$ cat src/rtl/fetch_pkg.sv
// fetch_pkg: shared types and constants for the instruction fetch stage.
package fetch_pkg;

  localparam int PKG_ADDR_W = 32;
  localparam logic [31:0] NOP_INSTR = 32'hE1A0_0000;

  typedef enum logic [1:0] {
    BOOT  = 2'd0,
    RUN   = 2'd1,
    DRAIN = 2'd2
  } fetch_state_t;

  typedef struct packed {
    logic [31:0]           instr;
    logic [PKG_ADDR_W-1:0] pc;
  } fetch_entry_t;

endpackage

$ cat src/rtl/instruction_fetch_if.sv
// instruction_fetch_if: imem request/response channel, decoder handshake, redirect and debug state.
// Handshake: a transfer happens on a rising clk edge where valid && ready are both high; the sender keeps
// its payload stable while valid && !ready. imem responses have no ready: the fetch stage always accepts them.
interface instruction_fetch_if #(
  parameter int ADDR_W = 32
);
  import fetch_pkg::*;

  logic              imem_req_valid;
  logic              imem_req_ready;
  logic [ADDR_W-1:0] imem_addr;
  logic              imem_rsp_valid;
  logic [31:0]       imem_rdata;
  logic              instr_valid;
  logic              instr_ready;
  logic [31:0]       instruction;
  logic [ADDR_W-1:0] instr_pc;
  logic              branch_taken;
  logic [ADDR_W-1:0] branch_target;
  fetch_state_t      dbg_state;

  modport master (
    output imem_req_valid, imem_addr, instr_valid, instruction, instr_pc, dbg_state,
    input  imem_req_ready, imem_rsp_valid, imem_rdata, instr_ready, branch_taken, branch_target
  );

  modport slave (
    input  imem_req_valid, imem_addr, instr_valid, instruction, instr_pc, dbg_state,
    output imem_req_ready, imem_rsp_valid, imem_rdata, instr_ready, branch_taken, branch_target
  );

endinterface

$ cat src/rtl/instruction_fetch_fifo.sv
// fetch_fifo: synchronous prefetch FIFO with flush; push on full is accepted when a pop happens the same cycle.
module fetch_fifo
  import fetch_pkg::*;
#(
  parameter int  DEPTH = 2,
  localparam int PTR_W = $clog2(DEPTH),
  localparam int CNT_W = PTR_W + 1
) (
  input  logic             clk,
  input  logic             reset,
  input  logic             i_push,
  input  logic             i_pop,
  input  logic             i_flush,
  input  fetch_entry_t     i_wdata,
  output fetch_entry_t     o_rdata,
  output logic [CNT_W-1:0] o_count,
  output logic             o_empty,
  output logic             o_full
);

  fetch_entry_t     r_mem [DEPTH];
  logic [PTR_W-1:0] r_wr_ptr;
  logic [PTR_W-1:0] r_rd_ptr;
  logic [CNT_W-1:0] r_count;
  logic             w_do_push;
  logic             w_do_pop;

  assign o_empty   = (r_count == '0);
  assign o_full    = (r_count == CNT_W'(DEPTH));
  assign o_count   = r_count;
  assign o_rdata   = r_mem[r_rd_ptr];
  assign w_do_pop  = i_pop && !o_empty;
  assign w_do_push = i_push && (!o_full || w_do_pop);

  always_ff @(posedge clk or posedge reset) begin
    if (reset) begin
      r_wr_ptr <= '0;
      r_rd_ptr <= '0;
      r_count  <= '0;
    end else if (i_flush) begin
      r_wr_ptr <= '0;
      r_rd_ptr <= '0;
      r_count  <= '0;
    end else begin
      if (w_do_push) r_wr_ptr <= r_wr_ptr + PTR_W'(1);
      if (w_do_pop)  r_rd_ptr <= r_rd_ptr + PTR_W'(1);
      r_count <= r_count + CNT_W'(w_do_push) - CNT_W'(w_do_pop);
    end
  end

  // Storage is not reset; the empty flag masks stale contents.
  always_ff @(posedge clk) begin
    if (w_do_push && !i_flush) r_mem[r_wr_ptr] <= i_wdata;
  end

endmodule

$ cat src/rtl/instruction_fetch.sv
// instruction_fetch: PC owner, credit-limited imem requests, prefetch FIFO and redirect drain.
// Defining FETCH_STATS_EN adds saturating stat_fetched / stat_dropped counters.
module instruction_fetch
  import fetch_pkg::*;
#(
  parameter int                ADDR_W    = 32,
  parameter logic [ADDR_W-1:0] RESET_PC  = '0,
  parameter int                BUF_DEPTH = 2
) (
  input  logic                clk,
  input  logic                reset,
  instruction_fetch_if.master bus
`ifdef FETCH_STATS_EN
  ,
  output logic [31:0]         stat_fetched,
  output logic [15:0]         stat_dropped
`endif
);

  localparam int               CNT_W   = $clog2(BUF_DEPTH) + 1;
  localparam logic [CNT_W:0]   DEPTH_L = (CNT_W + 1)'(BUF_DEPTH);
  localparam logic [ADDR_W-1:0] ALIGN  = ~ADDR_W'(3);

  fetch_state_t      r_state;
  logic [ADDR_W-1:0] r_pc;
  logic [ADDR_W-1:0] r_resp_pc;
  logic [CNT_W-1:0]  r_outstanding;
  logic [CNT_W-1:0]  r_drop_cnt;

  logic [CNT_W-1:0]  w_fifo_count;
  logic              w_fifo_empty;
  logic              w_fifo_full;
  fetch_entry_t      w_head;
  fetch_entry_t      w_push_entry;
  logic [CNT_W:0]    w_credits;
  logic              w_req_valid;
  logic              w_req_fire;
  logic              w_rsp;
  logic              w_keep;
  logic              w_pop;
  logic [ADDR_W-1:0] w_target;
  logic [CNT_W-1:0]  w_out_next;
  logic [CNT_W-1:0]  w_drop_next;

  // Credits cover both in-flight requests and buffered words, so the FIFO can never overflow.
  assign w_credits    = {1'b0, r_outstanding} + {1'b0, w_fifo_count};
  assign w_req_valid  = (r_state != BOOT) && (w_credits < DEPTH_L);
  assign w_req_fire   = w_req_valid && bus.imem_req_ready;
  assign w_rsp        = bus.imem_rsp_valid && (r_state != BOOT);
  assign w_keep       = w_rsp && !bus.branch_taken && (r_drop_cnt == '0);
  assign w_pop        = !w_fifo_empty && bus.instr_ready;
  assign w_target     = bus.branch_target & ALIGN;
  assign w_out_next   = r_outstanding + CNT_W'(w_req_fire) - CNT_W'(w_rsp);
  assign w_push_entry = '{instr: bus.imem_rdata, pc: PKG_ADDR_W'(r_resp_pc)};

  // A redirect discards everything still owed by memory, including a request accepted this cycle.
  always_comb begin
    w_drop_next = r_drop_cnt;
    if (bus.branch_taken) begin
      w_drop_next = w_out_next;
    end else if (w_rsp && (r_drop_cnt != '0)) begin
      w_drop_next = r_drop_cnt - CNT_W'(1);
    end
  end

  always_ff @(posedge clk or posedge reset) begin
    if (reset) begin
      r_state       <= BOOT;
      r_pc          <= RESET_PC & ALIGN;
      r_resp_pc     <= RESET_PC & ALIGN;
      r_outstanding <= '0;
      r_drop_cnt    <= '0;
    end else begin
      r_outstanding <= w_out_next;
      r_drop_cnt    <= w_drop_next;
      if (bus.branch_taken) begin
        r_pc      <= w_target;
        r_resp_pc <= w_target;
      end else begin
        if (w_req_fire) r_pc      <= r_pc + ADDR_W'(4);
        if (w_keep)     r_resp_pc <= r_resp_pc + ADDR_W'(4);
      end
      case (r_state)
        BOOT:    r_state <= RUN;
        RUN:     if (bus.branch_taken && (w_drop_next != '0)) r_state <= DRAIN;
        DRAIN:   if (w_drop_next == '0) r_state <= RUN;
        default: r_state <= BOOT;
      endcase
    end
  end

  fetch_fifo #(
    .DEPTH (BUF_DEPTH)
  ) u_fifo (
    .clk     (clk),
    .reset   (reset),
    .i_push  (w_keep),
    .i_pop   (w_pop),
    .i_flush (bus.branch_taken),
    .i_wdata (w_push_entry),
    .o_rdata (w_head),
    .o_count (w_fifo_count),
    .o_empty (w_fifo_empty),
    .o_full  (w_fifo_full)
  );

  assert property (@(posedge clk) disable iff (reset) !(w_keep && w_fifo_full && !w_pop));

  assign bus.imem_req_valid = w_req_valid;
  assign bus.imem_addr      = r_pc;
  assign bus.instr_valid    = !w_fifo_empty;
  assign bus.instruction    = w_fifo_empty ? NOP_INSTR : w_head.instr;
  assign bus.instr_pc       = w_fifo_empty ? '0 : ADDR_W'(w_head.pc);
  assign bus.dbg_state      = r_state;

`ifdef FETCH_STATS_EN
  logic [31:0] r_stat_fetched;
  logic [15:0] r_stat_dropped;
  logic        w_drop_evt;

  assign w_drop_evt = w_rsp && !w_keep;

  always_ff @(posedge clk or posedge reset) begin
    if (reset) begin
      r_stat_fetched <= '0;
      r_stat_dropped <= '0;
    end else begin
      if (w_pop && (r_stat_fetched != '1))      r_stat_fetched <= r_stat_fetched + 32'd1;
      if (w_drop_evt && (r_stat_dropped != '1)) r_stat_dropped <= r_stat_dropped + 16'd1;
    end
  end

  assign stat_fetched = r_stat_fetched;
  assign stat_dropped = r_stat_dropped;
`endif

endmodule
$ cat src/flat_wrapper.sv
// flat-port wrapper written by rule: the top's interface ports become plain ports
module instruction_fetch_flat import fetch_pkg::*;
#(
  parameter int                ADDR_W    = 32,
  parameter logic [ADDR_W-1:0] RESET_PC  = '0,
  parameter int                BUF_DEPTH = 2
)
  (clk, reset, bus_imem_req_valid, bus_imem_addr, bus_instr_valid, bus_instruction, bus_instr_pc, bus_dbg_state, bus_imem_req_ready, bus_imem_rsp_valid, bus_imem_rdata, bus_instr_ready, bus_branch_taken, bus_branch_target);
  instruction_fetch_if #(.ADDR_W(ADDR_W)) bus_i ();
  input  logic clk;
  input  logic reset;
  output wire logic [$bits(bus_i.imem_req_valid)-1:0] bus_imem_req_valid;
  output wire logic [$bits(bus_i.imem_addr)-1:0] bus_imem_addr;
  output wire logic [$bits(bus_i.instr_valid)-1:0] bus_instr_valid;
  output wire logic [$bits(bus_i.instruction)-1:0] bus_instruction;
  output wire logic [$bits(bus_i.instr_pc)-1:0] bus_instr_pc;
  output wire logic [$bits(bus_i.dbg_state)-1:0] bus_dbg_state;
  input wire logic [$bits(bus_i.imem_req_ready)-1:0] bus_imem_req_ready;
  input wire logic [$bits(bus_i.imem_rsp_valid)-1:0] bus_imem_rsp_valid;
  input wire logic [$bits(bus_i.imem_rdata)-1:0] bus_imem_rdata;
  input wire logic [$bits(bus_i.instr_ready)-1:0] bus_instr_ready;
  input wire logic [$bits(bus_i.branch_taken)-1:0] bus_branch_taken;
  input wire logic [$bits(bus_i.branch_target)-1:0] bus_branch_target;
  assign bus_imem_req_valid = bus_i.imem_req_valid;
  assign bus_imem_addr = bus_i.imem_addr;
  assign bus_instr_valid = bus_i.instr_valid;
  assign bus_instruction = bus_i.instruction;
  assign bus_instr_pc = bus_i.instr_pc;
  assign bus_dbg_state = bus_i.dbg_state;
  assign bus_i.imem_req_ready = bus_imem_req_ready;
  assign bus_i.imem_rsp_valid = bus_imem_rsp_valid;
  assign bus_i.imem_rdata = bus_imem_rdata;
  assign bus_i.instr_ready = bus_instr_ready;
  assign bus_i.branch_taken = bus_branch_taken;
  assign bus_i.branch_target = bus_branch_target;
  instruction_fetch #(.ADDR_W(ADDR_W), .RESET_PC(RESET_PC), .BUF_DEPTH(BUF_DEPTH)) u_core (.clk(clk), .reset(reset), .bus(bus_i));
endmodule
$ cat config.mk
export PLATFORM = sky130hd
export DESIGN_NAME = instruction_fetch_flat
export DESIGN_NICKNAME = d
export VERILOG_FILES = /design/src/rtl/fetch_pkg.sv /design/src/rtl/instruction_fetch_if.sv /design/src/rtl/instruction_fetch_fifo.sv /design/src/rtl/instruction_fetch.sv /design/src/flat_wrapper.sv
export SDC_FILE = /design/constraint.sdc
export NUM_CORES = 1
export LEC_CHECK = 0
export CAP_MARGIN = 10
export CORE_ASPECT_RATIO = 0.9
export CORE_UTILIZATION = 41
export CTS_BUF_LIST = sky130_fd_sc_hd__clkbuf_8
export DETAILED_ROUTE_END_ITERATION = 8
export HOLD_SLACK_MARGIN = 0.1
export PLACE_DENSITY = 0.75
export SYNTH_ARGS = -nofsm -noshare
export SYNTH_HDL_FRONTEND = slang
export SYNTH_HIERARCHICAL = 1
export SYNTH_SLANG_ARGS = --single-unit
$ cat constraint.sdc
create_clock -name clk -period 9.6 [get_ports clk]
set_input_delay 1.92 -clock clk [delete_from_list [all_inputs] [get_ports clk]]
set_output_delay 1.92 -clock clk [all_outputs]
set_load 0.1 [all_outputs]
==> impl_metrics.tcl, run 1 <==
set metrics [dict create \
    outcome "finished, final reports clean" \
    die_y_um 144 \
    antenna_left 0 \
    slowest_delay_ps 960 \
    vias_per_cell 4.99 \
    postCtsHoldBufs 0 \
    cts_tree "built" \
    dr_total_vias 5688 \
    p_seq_share_pct 50.8 \
    drc 0 \
    power.leakage_nw 4.00 \
    syn_area_per_cell_um2 13.6 \
    diodes 0 \
    fin_worst_skew_ps 20.8 \
    min_path_type "flop to flop" \
    cts.sinks 198 \
    cp-start-kind "flop" \
    drive_gt1_share_pct 12.2 \
    grt_pass1_wl_um 30200 \
    max_freq_mhz 186 \
    clk_transition_reported_paths_ps 100 \
    gp_congestion 0.769 \
    core_area_um2 21800 \
    netSwitchingPower_w 0.000689 \
    combPwrFrac_pct 22.6 \
    dr.first_iter.drc_count 358 \
    first_pass_iters 4 \
    worst_slew_pin_slew_ps 1060 \
    post_cts_resized 0 \
    finalPower_w 0.00204 \
    cp_cell_sequence "buf_4 > mux2_2 > or2_2 > clkdlybuf4s50_1" \
    cts_root_buf "clkbuf_8" \
    p_per_area_nw_per_um2 177 \
    maxCapViolations 0 \
    period_needed_ps 5370 \
    fin_tns_setup_ps 0 \
    rows 51 \
    crit_arrival_ps 3450 \
    cp-end-kind "output pin" \
    nets 913 \
    grt_pass1_vias 5654 \
    hold_viol 0 \
    port_buffers 165 \
    min_period_over_period_pct 55.9 \
    critPathSlowestCell "clkdlybuf4s50_1" \
    place_hpwl_um 12500 \
    rr_endpoint "u_core/bus.dbg_state[1]$_DFFE_PP0P_" \
    wirelength_um 18900 \
    grt_max_degree 67 \
    p_clk_share_pct 26.6 \
    cp.required_ps 7680 \
    p_int_w 0.00135 \
    cts_buffer_depth 2 \
    setup_violations 0 \
    postCtsSetupRepairBufs 0 \
    groute.usage.overall_pct 17.2 \
    timing.final.ws_setup_ps 4230 \
    ios 170 \
    yosysWarnings 6 \
    wl_per_cell_um 16.5 \
    netlist_area_um2 9130 \
    crit_type "flop to output pin" \
    min-delay-start "u_core/r_resp_pc[31]$_DFFE_PP0N_" \
    grt_antenna_before_repair 0 \
    crit_end "bus_instruction[23]" \
    dieWidth_um 159 \
    peakVddDrop_mv 0.207 \
    post-route-util_pct 52.8 \
    gr-total-overflow 0 \
    worstSetupStartpoint "u_core/u_fifo/r_rd_ptr$_DFFE_PP0P_" \
    power_switching_share_pct 33.8 \
    synthToLayoutAreaGrowth_pct 26.0 \
    rr_worst_depth 12 \
    slew_violations 0 \
    die_area_um2 22900 \
    timing.rr.start "u_core/u_fifo/o_count[0]$_DFF_PP0_" \
    cts_buffers 17 \
    worst_hold_slack_ps 525 \
    syn_inst 669 \
    insertion_delay_ps 460 \
    reg2reg_slack_ps 6090 \
    start_util_pct 41.9 \
    place_worst_setup_slack_ps 4690 \
    relSlewSlack_pct 29.2 \
    htreeDepth 4 \
    crit_fanout 45 \
    rsz0062_at_grt "no" \
]
==> metrics by stage <==
stage	instances	area [µm²]
after floorplan	674	9150
after global placement	1108	11100
after detailed placement	1108	11100
after CTS	1140	11500
after global routing	1140	11500
final	1140	11500
==> worst min path at each step <==
stage	end	depth (start not counted)	slack, ps
after floorplan	u_core/u_fifo/r_mem[0][31]$_DFFE_PP_	0	460
after CTS	u_core/u_fifo/r_mem[1][31]$_DFFE_PP_	0	530
after global routing	u_core/u_fifo/r_mem[1][31]$_DFFE_PP_	0	550
after detailed placement	u_core/u_fifo/r_mem[1][22]$_DFFE_PP_	0	510
after global placement	u_core/u_fifo/r_mem[0][31]$_DFFE_PP_	0	500
final	u_core/u_fifo/r_mem[0][31]$_DFFE_PP_	0	520
==> sequential cells by signal, summed over array words and instances (netlist names) <==
signal                  cells
u_core/u_fifo/r_mem       128
u_core/u_fifo/r_wr_ptr      1
u_core/u_fifo/o_count       2
u_core/u_fifo/r_rd_ptr      1
u_core/bus.dbg_state        2
u_core/r_resp_pc           30
u_core/r_outstanding        2
u_core/bus.imem_addr       30
u_core/r_drop_cnt           2
==> area by class of cell <==
type / count / area (µm²)
clock buffers: 17 / 234
clock inverters: 15 / 179
fillers: 1833 / 10300
inverters: 13 / 48.8
multi-input cells: 433 / 3370
flip-flops and latches: 198 / 5600
well taps: 291 / 364
repair buffers: 173 / 1710
==> cell usage in the layout (no fill, tap or decap), drive strengths merged, types with 18 or more instances in the layout <==
cell             n
dfrtp           70
nor2b           62
mux2            88
xor2            37
nor2            26
xnor2           20
nand4           22
edfxtp         128
a21boi          18
inv             21
nand3           30
clkdlybuf4s50  165
==> worst max-delay path: cells and delay by family, from the launching register on <==
kind	cells	cell delay, ps
DFF	1	710
buffers and inverters	2	1580
muxes	1	400
and+or+nand+nor	1	270
==> metal layers <==
layer  routed length (µm)  up-vias  global-route usage [%]
met5                    0        -                       0
met4                  315        0                    6.17
met3                  861       22                    3.38
met2                 8560      155                    26.9
met1                 9130     2757                    23.8
li1                     -     2754                       -
==> power groups by stage <==
stage                     Clock, W  Sequential [W]  Combinational, W
final                     0.000541         0.00104          0.000461
after global routing      0.000590         0.00105          0.000494
after CTS                 0.000563         0.00104          0.000464
after detailed placement         0         0.00105          0.000461
after global placement           0         0.00105          0.000456
after floorplan                  0         0.00117          0.000213
(Power assumes the default switching activity.)
==> run 2: changes to the inputs <==
PLACE_DENSITY = 0.78   (was 0.75)
clock period = 4.8 ns   (was 9.6 ns; I/O delays follow)
==> run 2 against run 1 <==
Against the previous run:
- design area rose by 0.16%
- critical path depth did not move
- final cell count barely moved
- clock power rose by 90%
- largest cell class unchanged
- largest power group unchanged
==> impl_metrics.tcl, run 2 (synthesis results as in run 1) <==
set metrics [dict create \
    post_cts_resized 0 \
    core_area_um2 21800 \
    wl_per_cell_um 16.8 \
    grt_pass1_vias 5625 \
    cts.sinks 198 \
    relSlewSlack_pct 27.3 \
    gp_congestion 0.762 \
    cts_buffers 17 \
    crit_arrival_ps 2950 \
    cts_buffer_depth 2 \
    worst_slew_pin_slew_ps 1090 \
    antenna_left 0 \
    insertion_delay_ps 460 \
    die_y_um 144 \
    drc 0 \
    peakVddDrop_mv 0.192 \
    fin_cells 1141 \
    place_hpwl_um 13000 \
    finalInstanceArea_um2 11500 \
    final.fill_count 1798 \
    groute.usage.overall_pct 17.1 \
    fin_worst_skew_ps 14.3 \
    placed_area_um2 11100 \
    die_area_um2 22900 \
    port_buffers 165 \
    clk_transition_reported_paths_ps 100 \
    cp-end-kind "output pin" \
    wirelength_um 19100 \
    start_util_pct 41.9 \
    p_per_area_nw_per_um2 350 \
    outcome "finished, final reports clean" \
    layout_commonest_cell "clkdlybuf4s50_1" \
    setup_violations 0 \
    rows 51 \
    timing.final.ws_setup_ps 889 \
    crit_fanout 40 \
    place_worst_setup_slack_ps 1340 \
    dp.cells 1109 \
    cts_tree "built" \
    final_cell_mix "clkdlybuf4s50_1 (158), edfxtp_1 (128), dfrtp_1 (69)" \
    fin_tns_setup_ps 0 \
    slew_violations 0 \
    crit_type "flop to output pin" \
    first_pass_iters 4 \
    gr-total-overflow 0 \
    grt_antenna_before_repair 0 \
    cts_root_buf "clkbuf_8" \
    largest_register_ffs 128 \
    maxCapViolations 0 \
    grt_pass1_wl_um 30200 \
    min_period_over_period_pct 81.5 \
    max_flop_register "u_core/u_fifo/r_mem" \
    dr_total_vias 5713 \
    vias_per_cell 5.01 \
    diodes 0 \
    cp.required_ps 3840 \
    postCtsSetupRepairBufs 0 \
    hold_viol 0 \
    rsz0062_at_grt "no" \
    postCtsHoldBufs 0 \
    dr.first_iter.drc_count 320 \
    nets 914 \
    min_path_type "flop to flop" \
    finalPower_w 0.00403 \
    period_needed_ps 3910 \
    dieWidth_um 159 \
    synthToLayoutAreaGrowth_pct 26.2 \
    grt_max_degree 67 \
    cp-start-kind "flop" \
    max_freq_mhz 256 \
    drive_gt1_share_pct 13.2 \
    htreeDepth 4 \
    power.leakage_nw 4.01 \
    ios 170 \
]
run 2: worst paths after layout:
| kind | from | to | slack (ps) | cells after the start |
|---|---|---|---|---|
| setup reg to reg | u_core/u_fifo/o_count[0]$_DFF_PP0_ | u_core/bus.dbg_state[1]$_DFFE_PP0P_ | 1420 | 12 |
| hold reg to reg | u_core/r_resp_pc[8]$_DFFE_PP0N_ | u_core/u_fifo/r_mem[1][8]$_DFFE_PP_ | 540 | 0 |
| max in group asynchronous | reset | u_core/r_resp_pc[7]$_DFFE_PP0N_ | 2830 | 3 |
| min in group asynchronous | reset | u_core/u_fifo/o_count[0]$_DFF_PP0_ | 750 | 2 |
| hold / removal | u_core/r_resp_pc[8]$_DFFE_PP0N_ | u_core/u_fifo/r_mem[1][8]$_DFFE_PP_ | 540 | 0 |
| setup / recovery | u_core/u_fifo/r_rd_ptr$_DFFE_PP0P_ | bus_instruction[23] | 890 | 4 |
run 2: metal layers:
layer | part of all wire, % | wire length (µm) | global-route usage, % | vias to the layer above
met5 | 0 | 0 | 0 | -
met2 | 46 | 8780 | 27.3 | 160
li1 | - | - | - | 2750
met1 | 48 | 9160 | 23.9 | 2781
met4 | 1.3 | 252 | 4.76 | 0
met3 | 5.0 | 955 | 3.26 | 22
run 2: through the flow:
step,hold slack (ps),utilization (%)
3_5_place_dp,513,51.2
6_report,537,52.9
2_1_floorplan,462,-
5_1_grt,554,52.9
4_1_cts,538,52.9
3_3_place_gp,500,51.2
run 2: area by class of cell:
class	instances	area (µm²)	area share, %
well taps	291	364	3.16
clock inverters	15	140	1.22
multi-input cells	433	3380	29.4
inverters	13	48.8	0.424
flip-flops and latches	198	5600	48.6
repair buffers	174	1750	15.2
clock buffers	17	234	2.03
run 2: worst max-delay path, stage by stage, from the launching register on:
cell and delay (ps):
dfrtp_2 390, buf_4 470, mux2_2 390, or2_2 270, clkdlybuf4s50_1 970
run 2: where the power goes:
group / switching [W] / total [W] / internal (W)
combinational: 0.000618 / 0.000932 / 0.000315
sequential: 0.000124 / 0.00207 / 0.00194
clock: 0.000609 / 0.00103 / 0.000423
